### src/rtl/selector_seq_pkg.sv
// Shared definitions for the selector sequencer.
//   state_t        : sequencer FSM states
//   VAL_*          : decode table constants (7 bits wide; the largest is 72)
//   decode_t       : {mapped, value} result of one table lookup
//   UNMAPPED       : lookup result for selectors outside the table
package selector_seq_pkg;

  typedef enum logic [1:0] {
    IDLE,
    RUN,
    DONE
  } state_t;

  localparam int unsigned DEC_WIDTH = 7;

  localparam logic [DEC_WIDTH-1:0] VAL_SEL0   = 7'd17;
  localparam logic [DEC_WIDTH-1:0] VAL_SEL1   = 7'd22;
  localparam logic [DEC_WIDTH-1:0] VAL_SEL2   = 7'd30;
  localparam logic [DEC_WIDTH-1:0] VAL_SEL3_6 = 7'd72;

  typedef struct packed {
    logic                 mapped;
    logic [DEC_WIDTH-1:0] value;
  } decode_t;

  localparam decode_t UNMAPPED = '{mapped: 1'b0, value: '0};

endpackage

### src/rtl/selector_sequencer_decode.sv
// Combinational selector decode table.
// Ports:
//   sel    in   SEL_WIDTH  selector to look up
//   mapped out  1          selector has a table entry
//   value  out  WIDTH      table value, zero-extended (0 when unmapped)
module selector_sequencer_decode
  import selector_seq_pkg::*;
#(
  parameter int SEL_WIDTH = 3,
  parameter int WIDTH     = 8
) (
  input  logic [SEL_WIDTH-1:0] sel,
  output logic                 mapped,
  output logic [WIDTH-1:0]     value
);

  decode_t        dec;
  logic    [31:0] sel_ext;

  assign sel_ext = 32'(sel);

  always_comb begin
    // NOTE: default first so every path assigns dec; otherwise a latch is inferred.
    dec = UNMAPPED;
    case (sel_ext)
      0:          dec = '{mapped: 1'b1, value: VAL_SEL0};
      1:          dec = '{mapped: 1'b1, value: VAL_SEL1};
      2:          dec = '{mapped: 1'b1, value: VAL_SEL2};
      3, 4, 5, 6: dec = '{mapped: 1'b1, value: VAL_SEL3_6};
      default:    dec = UNMAPPED;
    endcase
  end

  assign mapped = dec.mapped;
  assign value  = WIDTH'(dec.value);

endmodule

### src/rtl/selector_sequencer.sv
// Selector sequencer: accepts {start selector, step count} over valid/ready,
// then walks the selector one step per clock, decoding each selector and
// writing the result round-robin into CHANNELS output registers.
// Ports:
//   clock     in   1                    clock, all state on posedge
//   reset     in   1                    synchronous, active-high
//   in_valid  in   1                    command valid
//   in_ready  out  1                    high in IDLE; accept = in_valid && in_ready
//   in_sel    in   SEL_WIDTH            start selector
//   in_count  in   clog2(MAX_COUNT+1)   step count, clamped to MAX_COUNT
//   out_regs  out  CHANNELS*WIDTH       output registers, channel 0 in LSBs
//   busy      out  1                    high while stepping
//   done      out  1                    one-cycle pulse at command end
//   err       out  1                    an unmapped selector was hit this command
module selector_sequencer
  import selector_seq_pkg::*;
#(
  parameter int WIDTH     = 8,
  parameter int SEL_WIDTH = 3,
  parameter int CHANNELS  = 2,
  parameter int MAX_COUNT = 8
) (
  input  logic                          clock,
  input  logic                          reset,
  input  logic                          in_valid,
  output logic                          in_ready,
  input  logic [SEL_WIDTH-1:0]          in_sel,
  input  logic [$clog2(MAX_COUNT+1)-1:0] in_count,
  output logic [CHANNELS*WIDTH-1:0]     out_regs,
  output logic                          busy,
  output logic                          done,
  output logic                          err
);

  localparam int CW   = $clog2(MAX_COUNT + 1);
  localparam int CH_W = (CHANNELS > 1) ? $clog2(CHANNELS) : 1;

  state_t               state;
  logic [SEL_WIDTH-1:0] cur_sel;   // sel + step, wraps naturally
  logic [CW-1:0]        count;
  logic [CW-1:0]        step;
  logic [CH_W-1:0]      ch;        // step mod CHANNELS, kept as its own counter
  logic [WIDTH-1:0]     regs [CHANNELS];

  logic                 dec_mapped;
  logic [WIDTH-1:0]     dec_value;
  logic [CW-1:0]        count_clamped;

  assign count_clamped = (in_count > CW'(MAX_COUNT)) ? CW'(MAX_COUNT) : in_count;

  selector_sequencer_decode #(
    .SEL_WIDTH (SEL_WIDTH),
    .WIDTH     (WIDTH)
  ) u_decode (
    .sel    (cur_sel),
    .mapped (dec_mapped),
    .value  (dec_value)
  );

  always_ff @(posedge clock) begin
    if (reset) begin
      state    <= IDLE;
      in_ready <= 1'b1;
      busy     <= 1'b0;
      done     <= 1'b0;
      err      <= 1'b0;
      cur_sel  <= '0;
      count    <= '0;
      step     <= '0;
      ch       <= '0;
      // NOTE: these are config registers that must read zero after reset,
      // so unlike a RAM array they are reset element by element.
      for (int i = 0; i < CHANNELS; i++) regs[i] <= '0;
    end else begin
      // NOTE: non-blocking throughout so every branch sees pre-edge values.
      case (state)
        IDLE: begin
          done <= 1'b0;
          if (in_valid) begin
            cur_sel  <= in_sel;
            count    <= count_clamped;
            step     <= '0;
            ch       <= '0;
            err      <= 1'b0;
            in_ready <= 1'b0;
            if (count_clamped != '0) begin
              state <= RUN;
              busy  <= 1'b1;
            end else begin
              state <= DONE;
              done  <= 1'b1;
            end
          end
        end

        RUN: begin
          if (dec_mapped) regs[ch] <= dec_value;
          else            err      <= 1'b1;
          cur_sel <= cur_sel + 1'b1;
          step    <= step + 1'b1;
          ch      <= (ch == CH_W'(CHANNELS - 1)) ? '0 : ch + 1'b1;
          if (step == count - CW'(1)) begin
            state <= DONE;
            busy  <= 1'b0;
            done  <= 1'b1;
          end
        end

        DONE: begin
          done     <= 1'b0;
          in_ready <= 1'b1;
          state    <= IDLE;
        end

        default: begin
          state    <= IDLE;
          in_ready <= 1'b1;
          busy     <= 1'b0;
          done     <= 1'b0;
        end
      endcase
    end
  end

  for (genvar g = 0; g < CHANNELS; g++) begin : g_pack
    assign out_regs[g*WIDTH +: WIDTH] = regs[g];
  end

endmodule

### config.mk
export PLATFORM = sky130hd
export DESIGN_NAME = selector_sequencer
export DESIGN_NICKNAME = d
export VERILOG_FILES = /design/src/rtl/selector_seq_pkg.sv /design/src/rtl/selector_sequencer_decode.sv /design/src/rtl/selector_sequencer.sv
export SDC_FILE = /design/constraint.sdc
export NUM_CORES = 1
export LEC_CHECK = 0
export ABC_AREA = 1
export BUFFER_PORTS_ARGS = -buffer_cell sky130_fd_sc_hd__buf_2
export CORE_UTILIZATION = 50
export DETAILED_ROUTE_END_ITERATION = 6
export PLACE_DENSITY = 0.74
export SLEW_MARGIN = 20
export SYNTH_ARGS = -nofsm -noshare
export SYNTH_HDL_FRONTEND = slang
export SYNTH_SLANG_ARGS = --single-unit
### constraint.sdc
create_clock -name clock -period 4.39 [get_ports clock]
set_input_delay 0.878 -clock clock [delete_from_list [all_inputs] [get_ports clock]]
set_output_delay 0.878 -clock clock [all_outputs]
set_load 0.05 [all_outputs]
==> summary.txt <==
Clock network
  – PostCTS Resize Cnt: 0
  – CTS tree: yes
  – Clock buffer depth: 2
  – Root Buffer: clkbuf_4
  – Clock Latency Late Sink: roughly 0.33 ns
  – Hold buffers post-CTS: 0
  – Htree depth: 1
  – Setup bufs post-CTS: 0
  – Num CTS Buffers: 3
  – CTS clock-pin slew for the worst setup and hold paths: roughly 0.15 ns
  – CTS sink cnt: 28

Detailed routing
  – WL met2: around 1300 µm
  – DRT Pass-1 Iters: 4
  – DR top layer: met4
  – Drt via density: 5.12
  – Routed met3 length: 92 µm
  – Post-detailed-route count of antenna-violating nets: 0
  – Vias: 1172
  – Final WL: 2690 µm
  – Met1 Wirelength: 1240 µm
  – Post-route DRC: 0
  – WL/cell: 11.7 µm
  – Iteration-0 DRC Markers: 21

Yosys
  – Number of flops mapped to enable cells by yosys: 10
  – Avg Cell Area, Syn: 8.44 µm²
  – Top cell type's share of synthesized area: 24.5%
  – Area leader, netlist: dfxtp_1
  – Register area share after synthesis: 45.0%
  – Cell Area, Synth: approximately 0.0015 mm²
  – Synth warnings: 0
  – Commonest cells in the synthesized netlist: 45 x nand2_1, 18 x dfxtp_1, 17 x nor2_1
  – Netlist cell types: 32
  – Number of synthesized register bits: 28
  – Largest cells by area after synthesis: dfxtp_1 25%, edfxtp_1 20%, nand2_1 11%
  – Ys async rst share: 0%
  – Count leader, synth: nand2_1
  – Synth Instances: 174
  – Synth Flop Type: dfxtp_1

Timing
  – Final Max Slew Viols: 0
  – Fmax: 531 MHz
  – Final Hold Viols: 0
  – TNS Setup: 0 ns
  – RSZ-0062 raised after global routing: no
  – Final worst path period share: 42.9%
  – Hold slack: about 0.47 ns
  – Final setup viols: 0
  – Tmin final: 1.88 ns
  – Skew final: 0.00810 ns

Floorplanning
  – Total die area: 0.00316 mm²
  – DIE WIDTH: 56.2 µm
  – Rows: 19
  – Top Ports: 30
  – Starting density of the core: 52.8%
  – Core area: 0.00278 mm²
  – Die height: 56.2 µm

Job
  – Total of max-cap violations: 0

GRT
  – GRT overflow: 0
  – Vias in the first global route: ~1100
  – First-pass GRT wire length: between 4000 and 5000 µm
  – Largest net degree at the start of global routing: 17
  – Overall global routing resource usage: 18.6%
  – Initial antenna violation count: 0

Status
  – Status: finished, final reports clean

Layout
  – Ant diodes: 0
  – Cell area after layout: 0.00164 mm²
  – Nets@finish: 215
  – Core Util, Final: 58.8%
  – Synth-to-layout area growth: 11.3%
  – Reg area: around 660 µm²
  – Final std cells w/o fill: 229
  – Multi-input gate area: 672 µm²
  – Fill cells: 255
  – Proportion of layout cells with a drive suffix above 1: 26.3%

Setup path
  – Worst Path Max Fanout: 6
  – Critical setup path kind: reg -> reg
  – Startpoint Class: register
  – Required time worst endpoint: 4.45 ns
  – Critical Path AT: between 1.5 and 2 ns
  – Setup crit end kind: register

Placement
  – Placer Congestion: 0.778
  – DP Area: 0.00159 mm²
  – PortBufs: 25
  – Placed insts: 225
  – Final HPWL DP: 2130 µm

Pwr
  – Static Leak: 0.756 nW
  – PD cells: 369 mW/mm²
  – Max VDD drop: 0.000241 V

Hold path
  – Worst min-delay path category: reg -> reg
[sequential cells by signal, summed over array words and instances, names as in the netlist]
| register | flops |
|---|---|
| busy | 1 |
| ch | 1 |
| count | 4 |
| cur_sel | 3 |
| done | 1 |
| err | 1 |
| in_ready | 1 |
| regs | 10 |
| state | 2 |
| step | 4 |
[cell families after synthesis]
family,after synthesis,synth area share (%)
AOI/OAI and AO/OA,31,13.8
adders and majority gates,6,5.11
buffers and inverters,31,10.1
DFF,28,45.0
other,1,0.255
and+or+nand+nor,77,25.8
[worst paths after layout]
path	startpoint	endpoint	slack (ns)	depth (start not counted)
min reg2reg	busy$_SDFFE_PP0P_	busy$_SDFFE_PP0P_	0.47	2
max	cur_sel[0]$_SDFFE_PP0P_	regs[0][3]$_SDFFCE_PN0P_	2.51	6
max reg2reg	cur_sel[0]$_SDFFE_PP0P_	regs[0][3]$_SDFFCE_PN0P_	2.51	6
min	busy$_SDFFE_PP0P_	busy$_SDFFE_PP0P_	0.47	2
[routing by layer]
layer,vias up,GRT usage [%]
met5,-,0
met4,0,8.36
met3,7,2.56
met2,25,32.3
met1,529,22.8
li1,611,-
[area by class of cell]
type	instances	area share, %
multi-input combinational	118	41.1
timing repair buffer	25	7.65
clock buffer	4	2.91
sequential	28	40.4
inverter	23	5.59
tap	31	2.37
[placed cells by master, fill, tap and decap left out, types with 2 or more instances in the layout]
| cell type | n |
|---|---|
| nand2_1 | 45 |
| buf_2 | 25 |
| dfxtp_1 | 18 |
| nor2_1 | 17 |
| inv_1 | 14 |
| a21oi_1 | 13 |
| edfxtp_1 | 10 |
| inv_2 | 7 |
| o21ai_0 | 7 |
| nand3_1 | 6 |
| ha_1 | 6 |
| conb_1 | 4 |
| clkbuf_4 | 3 |
| inv_4 | 2 |
| a31oi_1 | 2 |
| nor3_2 | 2 |
| a21oi_2 | 2 |
[report_power, final]
part	internal (mW)	switching, mW	total, mW
registers	0.288	0.0138	0.302
clock network	0.0697	0.0763	0.146
logic	0.0403	0.115	0.155
[worst max-delay path, cell delays in order, from the launching register on]
cell      delay (ns)
dfxtp_1         0.38
inv_1           0.09
ha_1            0.22
nor2_1          0.34
nand3_2         0.25
nand3b_4        0.18
nand2_1         0.17
[metrics by stage]
stage | setup slack (ns) | power [mW]
finish | 2.51 | 0.603
global route | 2.40 | 0.635
CTS | 2.51 | 0.609
detailed placement | 2.46 | 0.462
global placement | 2.50 | 0.458
floorplan | 2.61 | 0.435
Power figures use the tool's default switching activity.
